## config.mk

```make
export PLATFORM = sky130hd
export DESIGN_NAME = rv32_bus_arbiter
export DESIGN_NICKNAME = d
export VERILOG_FILES = /design/src/rtl/rv32_bus_arbiter.sv
export SDC_FILE = /design/constraint.sdc
export NUM_CORES = 1
export LEC_CHECK = 0
export CORE_AREA = 2 2 108 110
export CTS_CLUSTER_SIZE = 12
export DETAILED_ROUTE_END_ITERATION = 10
export DIE_AREA = 0 0 110 112
export PLACE_DENSITY = 0.67
export RECOVER_POWER = 25
export SLEW_MARGIN = 20
export SYNTH_ARGS = -nofsm -noshare
export SYNTH_HDL_FRONTEND = slang
export SYNTH_SLANG_ARGS = --single-unit
```

## constraint.sdc

```tcl
create_clock -name clk -period 3.3 [get_ports clk]
set_clock_uncertainty 0.05 [all_clocks]
set_input_delay 0.99 -clock clk [delete_from_list [all_inputs] [get_ports clk]]
set_output_delay 0.99 -clock clk [all_outputs]
set_load 0.01 [all_outputs]
```

## src/rtl/rv32_bus_arbiter.sv

```systemverilog
// ============================================================================
// Module   : rv32_bus_arbiter
// Brief    : Shares one memory bus between the fetch and load/store ports.
//            Data has priority, but a waiting fetch is forced through after
//            a bounded number of consecutive data completions.
// Revision : 1.0 - initial release
// ============================================================================
`default_nettype none

module rv32_bus_arbiter #(
  parameter int MAX_DATA_BURST = 4
) (
  input  logic        clk,
  input  logic        reset,
  input  logic [31:0] instr_address_in,
  input  logic        instr_read_in,
  output logic [31:0] instr_read_value_out,
  output logic        instr_ready_out,
  input  logic [31:0] data_address_in,
  input  logic        data_read_in,
  input  logic        data_write_in,
  input  logic [3:0]  data_write_mask_in,
  input  logic [31:0] data_write_value_in,
  output logic [31:0] data_read_value_out,
  output logic        data_ready_out,
  output logic [31:0] bus_address_out,
  output logic        bus_read_out,
  output logic        bus_write_out,
  output logic [3:0]  bus_write_mask_out,
  output logic [31:0] bus_write_value_out,
  input  logic [31:0] bus_read_value_in,
  input  logic        bus_ready_in,
  output logic [1:0]  grant_out
);

  localparam int CNT_W = $clog2(MAX_DATA_BURST + 1);
  localparam logic [CNT_W-1:0] c_max_cnt = CNT_W'(MAX_DATA_BURST);

  localparam logic [1:0] c_own_none  = 2'b00;
  localparam logic [1:0] c_own_instr = 2'b01;
  localparam logic [1:0] c_own_data  = 2'b10;

  typedef enum logic [1:0] {
    IDLE       = 2'd0,
    LOCK_INSTR = 2'd1,
    LOCK_DATA  = 2'd2
  } state_t;

  state_t           r_state;
  state_t           w_state_next;
  logic [CNT_W-1:0] r_starve_cnt;
  logic [1:0]       w_owner;
  logic             w_data_req;
  logic             w_instr_done;
  logic             w_data_done;

  assign w_data_req = data_read_in | data_write_in;

  // A locked owner that drops its request aborts: nobody owns the bus.
  always_comb begin
    w_owner = c_own_none;
    case (r_state)
      LOCK_INSTR: w_owner = instr_read_in ? c_own_instr : c_own_none;
      LOCK_DATA:  w_owner = w_data_req    ? c_own_data  : c_own_none;
      default: begin
        if (instr_read_in && w_data_req)
          w_owner = (r_starve_cnt == c_max_cnt) ? c_own_instr : c_own_data;
        else if (instr_read_in)
          w_owner = c_own_instr;
        else if (w_data_req)
          w_owner = c_own_data;
      end
    endcase
    if (reset)
      w_owner = c_own_none;
  end

  assign w_instr_done = (w_owner == c_own_instr) & bus_ready_in;
  assign w_data_done  = (w_owner == c_own_data)  & bus_ready_in;

  always_comb begin
    bus_address_out     = '0;
    bus_read_out        = 1'b0;
    bus_write_out       = 1'b0;
    bus_write_mask_out  = '0;
    bus_write_value_out = '0;
    if (w_owner == c_own_instr) begin
      bus_address_out = instr_address_in;
      bus_read_out    = 1'b1;
    end else if (w_owner == c_own_data) begin
      bus_address_out     = data_address_in;
      bus_read_out        = data_read_in;
      bus_write_out       = data_write_in;
      bus_write_mask_out  = data_write_mask_in;
      bus_write_value_out = data_write_value_in;
    end
  end

  assign instr_ready_out      = w_instr_done;
  assign data_ready_out       = w_data_done;
  assign instr_read_value_out = bus_read_value_in;
  assign data_read_value_out  = bus_read_value_in;
  assign grant_out            = w_owner;

  always_comb begin
    w_state_next = r_state;
    case (r_state)
      IDLE: begin
        if (!bus_ready_in && w_owner == c_own_instr)
          w_state_next = LOCK_INSTR;
        else if (!bus_ready_in && w_owner == c_own_data)
          w_state_next = LOCK_DATA;
      end
      LOCK_INSTR, LOCK_DATA: begin
        if (bus_ready_in || w_owner == c_own_none)
          w_state_next = IDLE;
      end
      default: w_state_next = IDLE;
    endcase
  end

  always_ff @(posedge clk) begin
    if (reset) begin
      r_state      <= IDLE;
      r_starve_cnt <= '0;
    end else begin
      r_state <= w_state_next;
      if (!instr_read_in || w_instr_done)
        r_starve_cnt <= '0;
      else if (w_data_done && r_starve_cnt != c_max_cnt)
        r_starve_cnt <= r_starve_cnt + 1'b1;
    end
  end

endmodule

`default_nettype wire
```

==> results by stage <==
Outcome:
- The run finished, with violations left.
- The checks that failed: negative setup slack.

Final layout:
- In the final layout, the share of cells above drive strength 1 is 0.3671.
- The area added between synthesis and finish is 110.7%.
- After the last flow step, the layout net total stands at between 400 and 500.
- The final instance area is about 3200 um^2.
- Leaving out filler cells and counting taps, the final layout contains about 490.
- The number of antenna repair diodes is 0.

Timing:
- The achievable clock frequency is approximately 0.30 GHz.
- Setup violations remaining at the end of the flow were counted as 12.
- The final-report max-slew violation count is 0.
- The worst hold slack is 0.4707 ns.
- The final sum of negative setup slack is -0.1649 ns.
- The number of hold violations in the final report is 0.
- The post-route worst setup slack is -0.03502 ns.
- Setup repair after global routing could not meet its margin everywhere.
- The actual slew at the worst max-slew pin is between 0.4 and 0.5 ns.
- The routed design could run at a clock period as short as between 3 and 4 ns.
- Measured against its own limit, the worst slew margin works out to 0.6755.
- The period utilization is 1.011.

Clock network:
- The tree is rooted in a sky130_fd_sc_hd__clkbuf_16.
- The CTS clock-pin slew for the worst setup and hold paths is ~0.030 ns.
- The longest clock path from root to sink contains 2 buffers.
- The number of sinks on the clock net is 5.
- Hold repair after CTS inserted 0 buffers.
- The maximum level of the CTS H-tree is 1.
- TritonCTS built the clock tree.
- Counting the buffers created by CTS gives 3.
- The later pin in the worst-skew pair is clocked with a latency of ~0.23 ns.

Worst setup path:
- The type of element launching the critical path is an input pin.
- The arrival time of data at the critical path endpoint is 2.30 ns.
- The critical path goes through buf_8 -> or2_4 -> nand4_1 -> buf_4 -> nor2_4 -> buf_12 -> buf_16 -> a22o_1 -> buf_2.
- In this run the worst path has a maximum fanout of 8.
- The delay of the slowest cell on the worst path is around 0.24 ns.
- The type of element capturing the critical path is a primary output.
- The slowest cell on the critical path is sky130_fd_sc_hd__or2_4.
- At the worst endpoint, the required time is between 2 and 2.5 ns.
- The critical path is of the in2out type.

Logic synthesis:
- In this run, synthesis inferred 0 flip-flops with an integrated enable.
- The per-instance average area after synthesis is 7.372 um^2.
- The mapped netlist covers 1504 um^2.
- The part of the Yosys area used for sequential elements is 0.06656.
- Counting every net in the synthesized netlist gives around 350.
- The top flip-flop cell by instance count after synthesis is sky130_fd_sc_hd__dfxtp_1.
- In the synthesized netlist the async set-or-reset flop fraction comes to 0.
- After technology mapping, the gate count stands at approximately 200.
- Counting flops and latches in the post-synthesis netlist gives 5.
- The total of warnings raised by yosys is 0.
- The count of different cell masters after synthesis is 35.

Power and ir drop:
- The switching power of the nets is around 0.43 mW.
- The power per standard cell area is around 370 nW/um^2.
- The reported leakage power is 1.547 nW.
- The internal power of the cells is about 0.73 mW.
- The share of power burned in the clock network is 0.172.
- IR analysis of the VDD net gives a maximum drop of 0.1399 mV.
- The fraction of power consumed by sequential logic is 0.061.
- The fraction of power consumed by combinational cells is 0.767.
- The fraction of power spent switching nets is 0.3712.

Floorplan:
- The boundary pin count is ~280.
- The die is around 110 um wide.
- From bottom edge to top edge, the die measures 112 um.
- The area enclosed by the die boundary is ~12000 um^2.
- The standard cell core area is ~11000 um^2.
- Row generation in the floorplan step produced 39 rows.
- The initial standard-cell utilization of the core is 0.1346.

Placement:
- Before CTS, the worst setup slack after placement is -0.9005 ns.
- Buffers placed on the I/O ports in this run total between 150 and 200.
- The weighted congestion reported at the end of routability-driven placement is between 0.7 and 0.8.
- The placement-stage cell area is approximately 3100 um^2.
- The instance count after placement with tap cells included is 470.
- Summed over all nets, the half-perimeter wirelength after detailed placement is approximately 6.2 mm.

GRT:
- The global routing stage identified its most utilized layer as met2.
- The total routing resource utilization after global routing is 0.1230.
- The global-route track usage on met2 is 0.2487.
- In the global route stage, met1 resource usage came out at 0.1171.
- The wire length of the first global-routing pass is 11.48 mm.
- For this run, global-route usage on met3 was measured as 0.03689.
- The via count of the first global-routing pass was about 2200.
- The pin count of the biggest net entering global routing is just over 40.
- The total congestion overflow is 0.
- The number of antenna violations at the first check in global routing is 0.

Route:
- In the routed layout, each cell is associated on average with a via count of 4.266.
- The first-pass iteration count of the detailed router is 4.
- The count of antenna-violating nets left after detailed routing is 0.
- In the routed design, unresolved DRC markers number 0.
- The number of design-rule violations left by the first detailed-router iteration is 66.
- The total routed wirelength is between 8 and 9 mm.
- The via count is approximately 2100.
- After detailed routing, the average wire length per cell comes to 16.88 um.

Flow run:
- The reported max-cap violation count is 0.

Hold path:
- The tightest min-delay check is of the reg2reg type.
## layer usage
layer	up-vias	share of wire
li1	966	-
met1	936	0.33
met2	174	0.53
met3	10	0.14
met4	0	0.011
met5	-	0
## cell usage after synthesis, types with 2 or more instances
master | instances | area (um^2)
sky130_fd_sc_hd__buf_4 | 64 | 480.5
sky130_fd_sc_hd__and3_1 | 37 | 231.5
sky130_fd_sc_hd__a22o_1 | 32 | 280.3
sky130_fd_sc_hd__clkbuf_1 | 8 | 30.03
sky130_fd_sc_hd__buf_2 | 7 | 35.03
sky130_fd_sc_hd__inv_1 | 6 | 22.52
sky130_fd_sc_hd__dfxtp_1 | 5 | 100.1
sky130_fd_sc_hd__ha_1 | 5 | 62.56
sky130_fd_sc_hd__a21oi_1 | 4 | 20.02
sky130_fd_sc_hd__nor2_1 | 4 | 15.01
sky130_fd_sc_hd__nand4_1 | 3 | 18.77
sky130_fd_sc_hd__nor3_1 | 3 | 15.01
sky130_fd_sc_hd__inv_2 | 2 | 7.510
sky130_fd_sc_hd__nand2b_1 | 2 | 12.51
sky130_fd_sc_hd__o31ai_1 | 2 | 15.01
## per-stage QoR
step / utilization / power (mW)
6_report: 0.2836 / 1.167
3_5_place_dp: 0.2803 / 0.9298
4_1_cts: 0.3028 / 1.208
5_1_grt: 0.2836 / 1.247
2_1_floorplan: - / 0.4978
3_3_place_gp: 0.2803 / 0.9209
## registers in the layout (all words and copies together) (netlist names)
name / count
r_starve_cnt: 3
r_state: 2
## logic make-up (layout without fill, tap and decap cells)
| group | Yosys count | count (layout) | synth area share |
|---|---|---|---|
| adders and majority gates | 5 | 5 | 0.04160 |
| buffers and inverters | 87 | 229 | 0.3827 |
| DFF | 5 | 5 | 0.06656 |
| AOI/OAI and AO/OA | 48 | 48 | 0.2704 |
| and+or+nand+nor | 59 | 59 | 0.2388 |
## final cells by class
cell class | count | area [um^2]
fill | 1202 | 8005
timing repair buffer | 217 | 1913
multi-input combinational | 112 | 868.3
tap | 143 | 178.9
sequential | 5 | 100.1
clock buffer | 4 | 78.83
inverter | 8 | 30.03
## power groups by stage
stage	Combinational [mW]	Sequential, mW	Clock [mW]
floorplan	0.427	0.0712	0
global placement	0.851	0.0702	0
detailed placement	0.859	0.0709	0
CTS	0.934	0.0701	0.204
global route	0.968	0.0707	0.209
finish	0.895	0.0710	0.200
## critical path: cells and delay by family
kind	cells	cell delay [ns]
buf+inv	5	0.65
simple gates	3	0.42
compound gates	1	0.23
## path summary, 6_finish.rpt
kind / start / to / slack [ns] / depth (start not counted)
worst max-delay path: data_write_in / bus_address_out[11] / -0.04 / 9
worst min-delay path: r_starve_cnt[1]$_SDFFE_PP0P_ / r_starve_cnt[1]$_SDFFE_PP0P_ / 0.47 / 2
worst max register to register: r_state[0]$_SDFFE_PP0P_ / r_starve_cnt[0]$_SDFFE_PP0P_ / 1.02 / 11
worst min register to register: r_starve_cnt[1]$_SDFFE_PP0P_ / r_starve_cnt[1]$_SDFFE_PP0P_ / 0.47 / 2
## placed cells by master (no fill, tap or decap), types with 2 or more instances in the layout
master	synthesis	final
sky130_fd_sc_hd__nor2_4	0	2
sky130_fd_sc_hd__inv_1	6	5
sky130_fd_sc_hd__a21oi_1	4	4
sky130_fd_sc_hd__buf_16	0	5
sky130_fd_sc_hd__a22o_1	32	32
sky130_fd_sc_hd__nand2b_1	2	2
sky130_fd_sc_hd__and3_1	37	37
sky130_fd_sc_hd__o31ai_1	2	2
sky130_fd_sc_hd__buf_6	0	6
sky130_fd_sc_hd__dfxtp_1	5	5
sky130_fd_sc_hd__buf_12	0	6
sky130_fd_sc_hd__nor3_1	3	3
sky130_fd_sc_hd__buf_2	7	38
sky130_fd_sc_hd__clkbuf_16	0	3
sky130_fd_sc_hd__nand4_1	3	3
sky130_fd_sc_hd__clkdlybuf4s50_1	0	101
sky130_fd_sc_hd__inv_2	2	3
sky130_fd_sc_hd__clkbuf_2	0	36
sky130_fd_sc_hd__buf_8	0	2
sky130_fd_sc_hd__ha_1	5	4
sky130_fd_sc_hd__buf_4	64	21
## what timing repair did
item | CTS | global route
gates cloned | 7 | 0
setup endpoints to repair | 74 | 71
hold endpoints to repair | 0 | 0
pin swaps | 11 | 13
resized for setup | 264 | 41
setup buffers | 10 | 2
(Power assumes the default switching activity.)
